==> src/rtl/uart_pkg.sv <==
`default_nettype none
// ============================================================================
// Module      : uart_pkg
// Description : Shared types for the UART receive FIFO: the stored entry
//               layout, the character-timeout state encoding and helpers.
// Revision    : 1.0 - initial release
// ============================================================================
package uart_pkg;

   localparam int UART_DATA_WIDTH = 8;

   typedef struct packed {
      logic                       err;
      logic [UART_DATA_WIDTH-1:0] data;
   } uart_rx_entry_t;

   typedef enum logic [1:0] {
      TO_IDLE     = 2'd0,
      TO_COUNTING = 2'd1,
      TO_FIRED    = 2'd2
   } uart_to_state_t;

   function automatic logic is_pow2(input int n);
      return (n >= 2) && ((n & (n - 1)) == 0);
   endfunction

endpackage
`default_nettype wire

==> src/rtl/uart_sync_fifo.sv <==
`default_nettype none
// ============================================================================
// Module      : uart_sync_fifo
// Description : First-word fall-through synchronous FIFO with wrap-bit
//               pointers and registered occupancy flags.
// Revision    : 1.0 - initial release
// ============================================================================
module uart_sync_fifo #(
   parameter int  WIDTH = 9,
   parameter int  DEPTH = 16,
   localparam int c_lw  = $clog2(DEPTH) + 1
) (
   input  logic             clk,
   input  logic             rst,
   input  logic             wr_en,
   input  logic [WIDTH-1:0] wr_data,
   input  logic             rd_en,
   output logic [WIDTH-1:0] rd_data,
   output logic             rd_valid,
   output logic [c_lw-1:0]  level,
   output logic [c_lw-1:0]  level_nxt,
   output logic             empty,
   output logic             full
);

   localparam int c_aw = c_lw - 1;

   logic [WIDTH-1:0] r_mem [DEPTH];
   logic [c_lw-1:0]  r_wr_ptr;
   logic [c_lw-1:0]  r_rd_ptr;
   logic [c_lw-1:0]  w_wr_ptr_nxt;
   logic [c_lw-1:0]  w_rd_ptr_nxt;
   logic [c_lw-1:0]  r_level;
   logic             r_empty;
   logic             r_full;
   logic             w_wr_acc;
   logic             w_rd_acc;

   // A write into a full FIFO is allowed when the head leaves in the same cycle.
   assign w_rd_acc     = rd_en & ~r_empty;
   assign w_wr_acc     = wr_en & (~r_full | w_rd_acc);
   assign w_wr_ptr_nxt = r_wr_ptr + c_lw'(w_wr_acc);
   assign w_rd_ptr_nxt = r_rd_ptr + c_lw'(w_rd_acc);
   assign level_nxt    = w_wr_ptr_nxt - w_rd_ptr_nxt;

   always_ff @(posedge clk) begin
      if (w_wr_acc && !rst) begin
         r_mem[r_wr_ptr[c_aw-1:0]] <= wr_data;
      end
   end

   always_ff @(posedge clk) begin
      if (rst) begin
         r_wr_ptr <= '0;
         r_rd_ptr <= '0;
         r_level  <= '0;
         r_empty  <= 1'b1;
         r_full   <= 1'b0;
      end else begin
         r_wr_ptr <= w_wr_ptr_nxt;
         r_rd_ptr <= w_rd_ptr_nxt;
         r_level  <= level_nxt;
         r_empty  <= (w_wr_ptr_nxt == w_rd_ptr_nxt);
         r_full   <= (w_wr_ptr_nxt[c_aw-1:0] == w_rd_ptr_nxt[c_aw-1:0]) &&
                     (w_wr_ptr_nxt[c_aw] != w_rd_ptr_nxt[c_aw]);
      end
   end

   // Storage is not reset, so the head is masked to zero while empty.
   assign rd_data  = r_empty ? '0 : r_mem[r_rd_ptr[c_aw-1:0]];
   assign rd_valid = ~r_empty;
   assign level    = r_level;
   assign empty    = r_empty;
   assign full     = r_full;

endmodule
`default_nettype wire

==> src/rtl/uart_rx_fifo.sv <==
`default_nettype none
// ============================================================================
// Module      : uart_rx_fifo
// Description : UART receive FIFO with sticky overrun, watermark flag and an
//               optional character timeout (macro UART_RX_FIFO_TIMEOUT_EN).
// Revision    : 1.0 - initial release
// ============================================================================
module uart_rx_fifo
   import uart_pkg::*;
#(
   parameter int  DATA_WIDTH     = UART_DATA_WIDTH,
   parameter int  DEPTH          = 16,
   parameter int  TIMEOUT_CYCLES = 4096,
   localparam int c_lw           = $clog2(DEPTH) + 1
) (
   input  logic                  clk,
   input  logic                  rst,
   input  logic [DATA_WIDTH-1:0] rx_data,
   input  logic                  rx_valid,
   input  logic                  rx_error,
   output logic [DATA_WIDTH-1:0] rd_data,
   output logic                  rd_err,
   output logic                  rd_valid,
   input  logic                  rd_ready,
   output logic [c_lw-1:0]       level,
   output logic                  empty,
   output logic                  full,
   input  logic [c_lw-1:0]       thresh,
   output logic                  thresh_hit,
   output logic                  overrun,
`ifdef UART_RX_FIFO_TIMEOUT_EN
   output logic                  timeout,
`endif
   input  logic                  overrun_clr
);

   uart_rx_entry_t   w_wr_entry;
   uart_rx_entry_t   w_rd_entry;
   logic [c_lw-1:0]  w_level_nxt;
   logic             w_rd_hs;
   logic             r_overrun;
   logic             r_thresh_hit;

   if (DATA_WIDTH != UART_DATA_WIDTH) begin : g_width_check
      $error("uart_rx_fifo: DATA_WIDTH must equal UART_DATA_WIDTH");
   end

   if (!is_pow2(DEPTH)) begin : g_depth_check
      $error("uart_rx_fifo: DEPTH must be a power of two and at least 2");
   end

   if (TIMEOUT_CYCLES < 1) begin : g_timeout_check
      $error("uart_rx_fifo: TIMEOUT_CYCLES must be at least 1");
   end

   assign w_wr_entry = '{err: rx_error, data: rx_data};

   uart_sync_fifo #(
      .WIDTH ($bits(uart_rx_entry_t)),
      .DEPTH (DEPTH)
   ) u_fifo (
      .clk       (clk),
      .rst       (rst),
      .wr_en     (rx_valid),
      .wr_data   (w_wr_entry),
      .rd_en     (rd_ready),
      .rd_data   (w_rd_entry),
      .rd_valid  (rd_valid),
      .level     (level),
      .level_nxt (w_level_nxt),
      .empty     (empty),
      .full      (full)
   );

   assign rd_data = w_rd_entry.data;
   assign rd_err  = w_rd_entry.err;
   assign w_rd_hs = rd_valid & rd_ready;

   // Watermark is computed from the next occupancy so it lines up with level.
   always_ff @(posedge clk) begin
      if (rst) begin
         r_overrun    <= 1'b0;
         r_thresh_hit <= 1'b0;
      end else begin
         r_overrun    <= (rx_valid & full & ~w_rd_hs) | (r_overrun & ~overrun_clr);
         r_thresh_hit <= (thresh != '0) && (w_level_nxt >= thresh);
      end
   end

   assign overrun    = r_overrun;
   assign thresh_hit = r_thresh_hit;

`ifdef UART_RX_FIFO_TIMEOUT_EN
   localparam int                 c_cnt_w    = $clog2(TIMEOUT_CYCLES) + 1;
   localparam logic [c_cnt_w-1:0] c_cnt_last = c_cnt_w'(TIMEOUT_CYCLES - 1);

   uart_to_state_t      r_to_state;
   uart_to_state_t      w_to_state_nxt;
   logic [c_cnt_w-1:0]  r_to_cnt;
   logic [c_cnt_w-1:0]  w_to_cnt_nxt;
   logic                w_wr_hs;

   assign w_wr_hs = rx_valid & (~full | w_rd_hs);

   always_ff @(posedge clk) begin
      if (rst) begin
         r_to_state <= TO_IDLE;
         r_to_cnt   <= '0;
      end else begin
         r_to_state <= w_to_state_nxt;
         r_to_cnt   <= w_to_cnt_nxt;
      end
   end

   // FIRED is left only by a pop or by draining, never by the watermark.
   always_comb begin
      w_to_state_nxt = r_to_state;
      w_to_cnt_nxt   = r_to_cnt;
      unique case (r_to_state)
         TO_IDLE: begin
            if (!empty && !r_thresh_hit) begin
               w_to_state_nxt = TO_COUNTING;
               w_to_cnt_nxt   = '0;
            end
         end
         TO_COUNTING: begin
            if (empty || r_thresh_hit) begin
               w_to_state_nxt = TO_IDLE;
            end else if (w_wr_hs || w_rd_hs) begin
               w_to_cnt_nxt = '0;
            end else if (r_to_cnt == c_cnt_last) begin
               w_to_state_nxt = TO_FIRED;
            end else begin
               w_to_cnt_nxt = r_to_cnt + 1'b1;
            end
         end
         TO_FIRED: begin
            if (empty) begin
               w_to_state_nxt = TO_IDLE;
            end else if (w_rd_hs) begin
               w_to_state_nxt = TO_COUNTING;
               w_to_cnt_nxt   = '0;
            end
         end
         default: begin
            w_to_state_nxt = TO_IDLE;
            w_to_cnt_nxt   = '0;
         end
      endcase
   end

   assign timeout = (r_to_state == TO_FIRED);
`else
   // Without the timeout feature the FIFO exposes only data, flags and overrun.
`endif

endmodule
`default_nettype wire
==> config.mk <==
export PLATFORM = sky130hd
export DESIGN_NAME = uart_rx_fifo
export DESIGN_NICKNAME = d
export VERILOG_FILES = /design/src/rtl/uart_pkg.sv /design/src/rtl/uart_sync_fifo.sv /design/src/rtl/uart_rx_fifo.sv
export SDC_FILE = /design/constraint.sdc
export NUM_CORES = 1
export LEC_CHECK = 0
export BUFFER_PORTS_ARGS = -buffer_cell sky130_fd_sc_hd__buf_2
export CAP_MARGIN = 20
export CELL_PAD_IN_SITES_DETAIL_PLACEMENT = 0
export CELL_PAD_IN_SITES_GLOBAL_PLACEMENT = 2
export CORE_ASPECT_RATIO = 1.25
export CORE_MARGIN = 10
export CORE_UTILIZATION = 45
export DETAILED_ROUTE_END_ITERATION = 7
export PLACE_DENSITY_LB_ADDON = 0.1
export SYNTH_ARGS = -nofsm -noshare
export SYNTH_HDL_FRONTEND = slang
export SYNTH_SLANG_ARGS = --single-unit
==> constraint.sdc <==
create_clock -name clk -period 3.7 [get_ports clk]
set_input_delay 0.185 -clock clk [delete_from_list [all_inputs] [get_ports clk]]
set_output_delay 0.185 -clock clk [all_outputs]
set_load 0.005 [all_outputs]
==> results of run 1 <==
## worst max-delay path, cell delays in order (launching register included)
cell     delay, ns
dfxtp_2       0.33
buf_4         0.54
mux4_1        0.65
mux4_2        0.52
and2_1        0.19
buf_2         0.13
## registers in the layout, summed over array words and instances, names as in the netlist
name and cells:
u_fifo.empty 1, u_fifo.r_wr_ptr 5, u_fifo.r_rd_ptr 5, u_fifo.full 1, u_fifo.level 5, thresh_hit 1, u_fifo.r_mem 144, overrun 1
## synth_stat cells, types with 2 or more instances
| library cell | instances |
|---|---|
| edfxtp_1 | 144 |
| mux4_1 | 27 |
| nor2_1 | 23 |
| dfxtp_1 | 19 |
| mux4_2 | 18 |
| ha_1 | 15 |
| inv_1 | 11 |
| nor2b_1 | 10 |
| and2_1 | 9 |
| xnor2_1 | 8 |
| clkbuf_1 | 5 |
| nand3_1 | 5 |
| nor3_1 | 5 |
| a21oi_1 | 4 |
| nand2b_1 | 4 |
| xor2_1 | 4 |
| nand3b_1 | 3 |
| buf_1 | 2 |
| buf_8 | 2 |
| nand2_1 | 2 |
## logic make-up (layout without fill, tap and decap cells)
group | count (synthesis) | after routing
AOI/OAI and AO/OA | 11 | 11
xor gates and xnor gates | 12 | 12
adders and majority gates | 15 | 15
buffers and inverters | 24 | 100
DFF | 163 | 163
muxes | 45 | 45
and+or+nand+nor | 64 | 64
## routing by layer
| metal | vias up | GRT usage | part of all wire |
|---|---|---|---|
| li1 | 1483 | - | - |
| met1 | 1652 | 0.178 | 0.41 |
| met2 | 111 | 0.256 | 0.52 |
| met3 | 11 | 0.0408 | 0.065 |
| met4 | 0 | 0.0423 | 0.0083 |
| met5 | - | 0 | 0 |
## cells in the final DEF, fill, tap and decap left out, drive strengths merged
| cell type | count |
|---|---|
| a31o | 1 |
| nor2b | 10 |
| o21ai | 2 |
| nor2 | 23 |
| buf | 57 |
| a32oi | 1 |
| dfxtp | 19 |
| xor2 | 4 |
| a221o | 1 |
| and3 | 1 |
| clkbuf | 18 |
| and2 | 9 |
| edfxtp | 144 |
| nand2 | 2 |
| nor3 | 5 |
| ha | 15 |
| inv | 18 |
| clkinvlp | 3 |
| xnor2 | 8 |
| nand3 | 5 |
| nor4 | 1 |
| nand2b | 4 |
| clkinv | 4 |
| a21oi | 4 |
| nand3b | 3 |
| a21boi | 1 |
| mux4 | 45 |
| a21o | 1 |
| or3b | 1 |
## cell type report
type,instances,share of cell area
flip-flops and latches,163,0.614
multi-input cells,147,0.236
clock buffers,18,0.0560
repair buffers,57,0.0437
well taps,178,0.0291
clock inverters,14,0.0155
inverters,11,0.00539
## report_power, final
group          leakage, µW  internal [µW]  switching (µW)  total, µW
combinational     0.000938            207             205        411
clock             0.000263            879             745       1620
sequential         0.00145           2030            16.3       2050
## worst paths after layout
kind / slack, ns / endpoint / from / depth (start not counted)
hold reg to reg: 0.49 / overrun / overrun / 2
setup / recovery: 0.72 / rd_data[6] / u_fifo.r_rd_ptr[0] / 5
hold / removal: 0.05 / overrun / rx_valid / 3
setup reg to reg: 0.83 / thresh_hit / u_fifo.empty / 13
## through the flow
stage | worst slack, ns | utilization | total power (µW)
final | 0.722 | 0.530 | 4080
after global routing | 0.497 | 0.530 | 4260
after CTS | 0.671 | 0.530 | 4130
after floorplan | 1.01 | - | 2380
after detailed placement | 0.809 | 0.492 | 2520
after global placement | 0.889 | 0.492 | 2510
==> out/results.txt, run 1 <==
Via Count - 3257
Area share of fa/ha/maj cells after synthesis - 0.0282
Placer's final routability congestion estimate - 0.735
Die width - 129 µm
Fraction of synthesized area in multiplexers - 0.168
Synth Area in Simple Gates - 0.0498
Ranking of synthesized cells by area - edfxtp_1, mux4_1, mux4_2
Synth Flop Type - edfxtp_1
Area growth syn-to-layout - 15.2%
Most area-hungry cell type in the Yosys netlist - edfxtp_1
Syn Inst Count - 334
Period minus WS final - 2.98 ns
Max_cap viols - 0
Clock net sink count - 163
WP data arrival - 2.79 ns
Yosys warning count - 0
Largest family of logic cells by synthesized area - multiplexers
1st-iter DRT viols - 215
Synth Area in Compound Gates - 0.0109
RSZ-0062 raised after global routing - false
Number of synthesized flops with an enable pin - 144
Total CTS buffers - 17
Yosys top cell area share - 0.650
Hold WC Path Type - primary input to flip-flop
Crit path required time - 3.51 ns
Core area - 14500 µm²
Highest clock rate - 0.336 GHz
CTS root buf - clkbuf_16
Avg Cell Area, Syn - 19.9 µm²
First-pass GRT wire length - 21600 µm
Startpoint class of the critical path - flip-flop
Share of cells above drive strength 1 - 0.261
Vias in the first global route - 3529
Worst-Margin Slew - 0.662 ns
Post-synthesis sequential area ratio - 0.707
CP max FO - 36
Post-Syn Area - 6660 µm²
Die area - 20100 µm²
Crit Path Class - flip-flop to output port
Final instance area - 7660 µm²
Post-DRT Antenna Nets - 0
Setup TNS - 0 ns
Setup violations, final - 0
Slew Viols, Final - 0
# diodes - 0
Starting density of the core - 0.460
Worst vdd ir - 0.244 mV
Nets@finish - 431
Clock latency on the worst-skew pair - 0.42 ns
Congestion Overflow GR - 0
WL per Instance - 23.6 µm
I/O pin count - 38
Final Skew - 0.0104 ns
Vias/cell - 5.54
Multi-input gate area - 1810 µm²
Clk buf depth - 2
Total Routing Usage GR - 0.149
Pleak - 0.00265 µW
First drt pass iteration count - 4
Ys async rst share - 0
Cts repair resizes - 0
Pwr per Cell Area - 533 nW/µm²
Hold-fix buffers, CTS - 0
Hold Fails Final Rpt - 0
Remaining DRCs - 0
Final Non-Filler Cells - 588
Worst-path clk slew - 0.07 ns
Worst hold margin - 0.0466 ns
Dpl hpwl - 8560 µm
Critical path capture point type - output port
Synth Area in XOR/XNOR - 0.0158
WL final - 13900 µm
CTS tree - yes
Row count - 49
Synth cell types - 34
Clock H-tree levels - 4
Relative slew slack - 0.558
Postcts setup bufs - 0
Synthesized net count - 368
Register area - 4710 µm²
Dpl cells - 556
Initial antenna violation count - 0
# port buffers - 37
Filler instances - 1156
Largest net degree at the start of global routing - 39
Synthesized flop and latch total - 163
Die H - 156 µm
Post-placement cell area - 7120 µm²
Final worst-path cycle share - 0.805
Status - completed
Note: power is estimated with default switching activity, not from simulation.
==> inputs of run 2 (changes only) <==
--- a/config.mk
+++ b/config.mk
@@ -11,7 +11,7 @@
 export CELL_PAD_IN_SITES_GLOBAL_PLACEMENT = 2
 export CORE_ASPECT_RATIO = 1.25
 export CORE_MARGIN = 10
-export CORE_UTILIZATION = 45
+export CORE_UTILIZATION = 42
 export DETAILED_ROUTE_END_ITERATION = 7
 export PLACE_DENSITY_LB_ADDON = 0.1
 export SYNTH_ARGS = -nofsm -noshare
==> constraint.sdc (replaced) <==
create_clock -name clk -period 2.5 [get_ports clk]
set_input_delay 0.125 -clock clk [delete_from_list [all_inputs] [get_ports clk]]
set_output_delay 0.125 -clock clk [all_outputs]
set_load 0.005 [all_outputs]
==> out/results.txt, run 2 (synthesized netlist as in run 1, its figures left out) <==
Status - finished with violations
Failing checks - setup timing
Dpl cells - 601 (+8.1%)
# diodes - 0 (unchanged)
Worst r2r dst - thresh_hit
Met2 wire len - 7960 µm (+10%)
Worst-case reg-to-reg path depth - 13 (unchanged)
Final worst setup slack - -0.106 ns (-0.828 ns)
Starting density of the core - 0.427 (-0.0325)
Setup violations, final - 2 (+2)
Final Non-Filler Cells - 644 (+9.5%)
Pwr per Cell Area - 822 nW/µm² (+54%)
Worst vdd ir - 0.414 mV (+70%)
RSZ-0062 raised after global routing - true
WL final - 15400 µm (+11%)
Relative slew slack - 0.669 (+0.111)
Total Routing Usage GR - 0.150 (+0.000992)
Slew Viols, Final - 0 (unchanged)
Crit Path Class - flip-flop to flip-flop
Max_cap viols - 0 (unchanged)
Critical path capture point type - flip-flop
Initial antenna violation count - 0 (unchanged)
Die H - 161 µm (+3.1%)
Startpoint class of the critical path - flip-flop
R2R Path Start - u_fifo.empty
First-pass GRT wire length - 23400 µm (+8.1%)
M1 WL - 6430 µm (+14%)
Total CTS buffers - 17 (unchanged)
Worst-path clk slew - 0.06 ns (about the same)
Hold wc startpoint - rx_data[5]
I/O pin count - 38 (unchanged)
Pleak - 0.00281 µW (+5.7%)
Placer's final routability congestion estimate - 0.742 (+0.87%)
Hold Fails Final Rpt - 0 (unchanged)
Period minus WS final - 2.61 ns
Nets@finish - 453 (+5.1%)
Largest net degree at the start of global routing - 39 (unchanged)
Hold WC Path Type - primary input to flip-flop
Met3 WL - 850 µm (-5.3%)
Top layer in use - met4
Congestion Overflow GR - 0 (unchanged)
Total power - 6740 µW (+65%)
Vias in the first global route - 3634 (+3.0%)
Vias/cell - 5.24 (-5.3%)
# port buffers - 37 (unchanged)
Most frequent cells in the layout - edfxtp_1, mux4_2, buf_2
Highest clock rate - 0.384 GHz
CTS root buf - clkbuf_16
Worst-Margin Slew - 0.496 ns (-0.166 ns)
Post-DRT Antenna Nets - 0 (unchanged)
Remaining DRCs - 0 (unchanged)
First drt pass iteration count - 4 (unchanged)
Clk buf depth - 2 (unchanged)
WL per Instance - 23.9 µm (+1.3%)
Crit path required time - 2.81 ns (-0.70 ns)
Setup crit start - u_fifo.empty
1st-iter DRT viols - 291 (+35%)
Final worst-path cycle share - 1.04
Pre-CTS setup slack - -0.146 ns (-0.955 ns)
Area growth syn-to-layout - 23.2%
Clock H-tree levels - 4 (unchanged)
Dpl hpwl - 8810 µm (+2.9%)
Commonest non-fill, non-tap cell in the layout - edfxtp_1
Die area - 21300 µm² (+6.1%)
Final Skew - 0.00794 ns (-0.00242 ns)
WP data arrival - 2.92 ns (+0.13 ns)
Via Count - 3377 (+3.7%)
Number of flip-flops in the largest register - 144 (unchanged)
Share of cells above drive strength 1 - 0.403 (+0.142)
Worst hold endpoint - u_fifo.r_mem[14][5]
Worst Hold Path Cells - 1 (-2)
Final instance area - 8200 µm² (+7.0%)
Die width - 133 µm (+3.0%)
R2R setup slack - -0.11 ns (-0.94 ns)
Clock latency on the worst-skew pair - 0.43 ns (about the same)
CTS tree - yes
CP max FO - 3 (-92%)
Row count - 51 (+4.1%)
Post-placement cell area - 7330 µm² (+3.0%)
Clock net sink count - 163 (unchanged)
Core area - 15600 µm² (+7.6%)
==> run 2: cell types whose count changed in the layout (fill, tap and decap cells not counted), moves of 4 or more <==
| cell | before | now |
|---|---|---|
| and2_4 | 0 | 7 |
| buf_2 | 37 | 30 |
| mux4_2 | 18 | 44 |
| bufinv_16 | 0 | 5 |
| buf_6 | 0 | 11 |
| and2_1 | 9 | 2 |
| ha_1 | 15 | 10 |
| buf_16 | 0 | 4 |
| mux4_1 | 27 | 1 |
| buf_4 | 20 | 29 |
==> run 2: worst max path at each step <==
stage	slack, ns	cells after the start	end
after detailed placement	-0.15	12	thresh_hit
after global placement	-0.11	12	thresh_hit
final	-0.11	13	thresh_hit
after global routing	-0.21	13	thresh_hit
after floorplan	0.01	12	thresh_hit
after CTS	-0.14	12	thresh_hit
==> run 2: worst max-delay path, stage by stage, from the launching register on <==
cell	delay [ns]
dfxtp_1	0.31
nand2b_4	0.15
a21boi_2	0.17
ha_2	0.23
ha_4	0.23
xnor2_4	0.13
ha_2	0.20
nor2_4	0.09
nor2b_1	0.05
a221o_1	0.33
xor2_2	0.16
ha_1	0.28
o21ai_1	0.12
a21oi_1	0.05
==> run 2: report_power, final <==
group          internal, µW  total (µW)  switching (µW)  leakage, µW
logic                   497         882             385      0.00104
clock network          1790        2820            1030     0.000316
registers              3010        3040            22.9      0.00145
total                  5300        6740            1430      0.00281
==> run 2: cell type report <==
| cell class | instances | area (µm²) |
|---|---|---|
| clock buffers | 18 | 439 |
| clock inverters | 14 | 208 |
| flip-flops and latches | 163 | 4710 |
| inverters | 11 | 41.3 |
| fillers | 1308 | 7370 |
| well taps | 212 | 265 |
| multi-input cells | 147 | 1850 |
| repair buffers | 79 | 687 |
==> run 2: what timing repair did <==
| item | CTS | global route |
|---|---|---|
| hold buffers | 2 | 0 |
| pin swaps | 2 | 2 |
| gates resized for setup | 36 | 18 |
| buffers inserted | 2 | 1 |
| endpoints found under the hold margin | 1 | 0 |
| endpoints found under the setup margin | 10 | 11 |
| cloned | 4 | 2 |
==> run 2: routing by layer <==
layer / vias up / GRT usage
li1: 1501 / -
met1: 1747 / 0.192
met2: 110 / 0.243
met3: 19 / 0.0340
met4: 0 / 0.0546
met5: - / 0
==> run 2: per-stage QoR <==
| stage | TNS, ns | hold slack, ns | util |
|---|---|---|---|
| final | -0.106 | 0.0745 | 0.527 |
| after global placement | -0.106 | 0.431 | 0.471 |
| after CTS | -0.336 | 0.0650 | 0.522 |
| after floorplan | 0 | 0.224 | - |
| after detailed placement | -0.146 | 0.431 | 0.471 |
| after global routing | -0.793 | 0.0804 | 0.527 |
==> inputs of run 3 (changes only) <==
--- a/config.mk
+++ b/config.mk
@@ -13,6 +13,7 @@
 export CORE_MARGIN = 10
 export CORE_UTILIZATION = 42
 export DETAILED_ROUTE_END_ITERATION = 7
+export MAX_ROUTING_LAYER = met4
 export PLACE_DENSITY_LB_ADDON = 0.1
 export SYNTH_ARGS = -nofsm -noshare
 export SYNTH_HDL_FRONTEND = slang
==> out/results.txt, run 3 (synthesized netlist as in run 1, its figures left out) <==
Layout Utilization - 0.527 (unchanged)
Worst-Margin Slew - 0.535 ns (+0.0393 ns)
Core area - 15600 µm² (unchanged)
Period minus WS final - 2.61 ns (-0.000323 ns)
Status - finished with violations
Failing checks - setup timing
Die width - 133 µm (unchanged)
Final Skew - 0.00677 ns (-0.00117 ns)
Pleak - 0.00281 µW (unchanged)
Via Count - 3360 (-0.50%)
Most used cell, CP - ha_2
Relative slew slack - 0.643 (-0.0263)
Nets@finish - 453 (unchanged)
Filler instances - 1308 (unchanged)
Setup violations, final - 2 (unchanged)
Clock H-tree levels - 4 (unchanged)
CTS tree - yes
Critical Path Max Stage Delay - 0.33 ns (about the same)
WP data arrival - 2.92 ns (about the same)
Share of cells above drive strength 1 - 0.403 (unchanged)
Row count - 51 (unchanged)
Total CTS buffers - 17 (unchanged)
Highest clock rate - 0.384 GHz (about the same)
CTS root buf - clkbuf_16
Die area - 21300 µm² (unchanged)
1st-iter DRT viols - 302 (+3.8%)
Largest net degree at the start of global routing - 39 (unchanged)
Vias/cell - 5.22 (-0.50%)
R2R setup slack - -0.11 ns (about the same)
Total Routing Usage GR - 0.154 (+0.00447)
Clock net sink count - 163 (unchanged)
# port buffers - 37 (unchanged)
Most frequent cells in the layout - edfxtp_1, mux4_2, buf_2
Remaining DRCs - 0 (unchanged)
# diodes - 0 (unchanged)
Clock latency on the worst-skew pair - 0.43 ns (about the same)
Slew Viols, Final - 0 (unchanged)
Congestion Overflow GR - 0 (unchanged)
WL final - 15400 µm (-0.27%)
Worst vdd ir - 0.415 mV (+0.20%)
Setup TNS - -0.109 ns (-0.00217 ns)
Pre-CTS setup slack - -0.146 ns (unchanged)
CP max FO - 3 (unchanged)
Commonest non-fill, non-tap cell in the layout - edfxtp_1
First drt pass iteration count - 4 (unchanged)
Worst path slowest cell - a221o_1
Vias in the first global route - 3626 (-0.22%)
Crit path required time - 2.81 ns (about the same)
Crit-path cells - nand2b_4 -> a21boi_2 -> ha_2 -> ha_4 -> xnor2_4 -> ha_2 -> nor2_4 -> nor2b_1 -> a221o_1 -> xor2_2 -> ha_1 -> o21ai_1 -> a21oi_1
Max_cap viols - 0 (unchanged)
Final worst setup slack - -0.105 ns (+0.000323 ns)
Die H - 161 µm (unchanged)
Total power - 6740 µW (about the same)
Initial antenna violation count - 0 (unchanged)
I/O pin count - 38 (unchanged)
Area growth syn-to-layout - 23.2% (unchanged)
RSZ-0062 raised after global routing - true
Critical path capture point type - flip-flop
Final worst-path cycle share - 1.04 (about the same)
Number of flip-flops in the largest register - 144 (unchanged)
Post-DRT Antenna Nets - 0 (unchanged)
Worst-path clk slew - 0.06 ns (about the same)
Placer's final routability congestion estimate - 0.751 (+1.2%)
Register area - 4710 µm² (unchanged)
Starting density of the core - 0.427 (unchanged)
First-pass GRT wire length - 23400 µm (+0.12%)
Hold WC Path Type - primary input to flip-flop
Clk buf depth - 2 (unchanged)
Dpl hpwl - 8810 µm (unchanged)
Pwr per Cell Area - 822 nW/µm² (about the same)
Crit Path Class - flip-flop to flip-flop
Startpoint class of the critical path - flip-flop
Hold Fails Final Rpt - 0 (unchanged)
WL per Instance - 23.9 µm (-0.27%)
Multi-input gate area - 1850 µm² (unchanged)
==> run 3: cell counts in the layout (fill, tap and decap cells not counted) <==
Identical to the previous run, type by type.
==> run 3: worst paths after layout <==
| path | from | endpoint | depth (start not counted) |
|---|---|---|---|
| worst min-delay path | rx_data[5] | u_fifo.r_mem[14][5] | 1 |
| worst max-delay path | u_fifo.empty | thresh_hit | 13 |
| worst max register to register | u_fifo.empty | thresh_hit | 13 |
| worst min register to register | u_fifo.r_wr_ptr[4] | u_fifo.r_wr_ptr[4] | 2 |
==> run 3: area by class of cell <==
class / count / share of cell area
well taps: 212 / 0.0324
inverters: 11 / 0.00504
clock buffers: 18 / 0.0536
repair buffers: 79 / 0.0838
flip-flops and latches: 163 / 0.574
clock inverters: 14 / 0.0253
multi-input cells: 147 / 0.226
==> run 3: timing repair <==
item / in CTS / in global routing
hold endpoints to repair: 1 / 0
gates cloned: 4 / 2
gates resized for setup: 36 / 18
hold buffers: 2 / 0
pin swaps: 2 / 2
buffers inserted: 2 / 1
endpoints found under the setup margin: 10 / 11
==> run 3: through the flow <==
stage               hold slack [ns]  std cells  cell area [µm²]
floorplan                     0.224        334             6720
global placement              0.431        601             7330
detailed placement            0.431        601             7330
CTS                          0.0650        641             8120
global route                 0.0803        644             8200
finish                       0.0764        644             8200
==> run 3: worst max-delay path, delay by kind of cell (launching register included) <==
kind	cells	cell delay, ns
DFF	1	0.31
and+or+nand+nor	3	0.29
xor gates and xnor gates	2	0.29
AOI/OAI and AO/OA	4	0.66
adders and majority gates	4	0.94
==> run 3: where the power goes <==
group | leakage (µW) | internal (µW) | switching, µW | total [µW]
clock network | 0.000316 | 1790 | 1030 | 2820
logic | 0.00104 | 497 | 387 | 883
registers | 0.00145 | 3010 | 23.1 | 3040
total | 0.00281 | 5300 | 1430 | 6740
==> run 3: layer usage <==
layer	vias to the layer above	global-route usage	wire (µm)
li1	1505	-	-
met4	0	0.0546	183
met2	87	0.242	7970
met3	15	0.0331	695
met1	1753	0.194	6540
met5	-	-	0
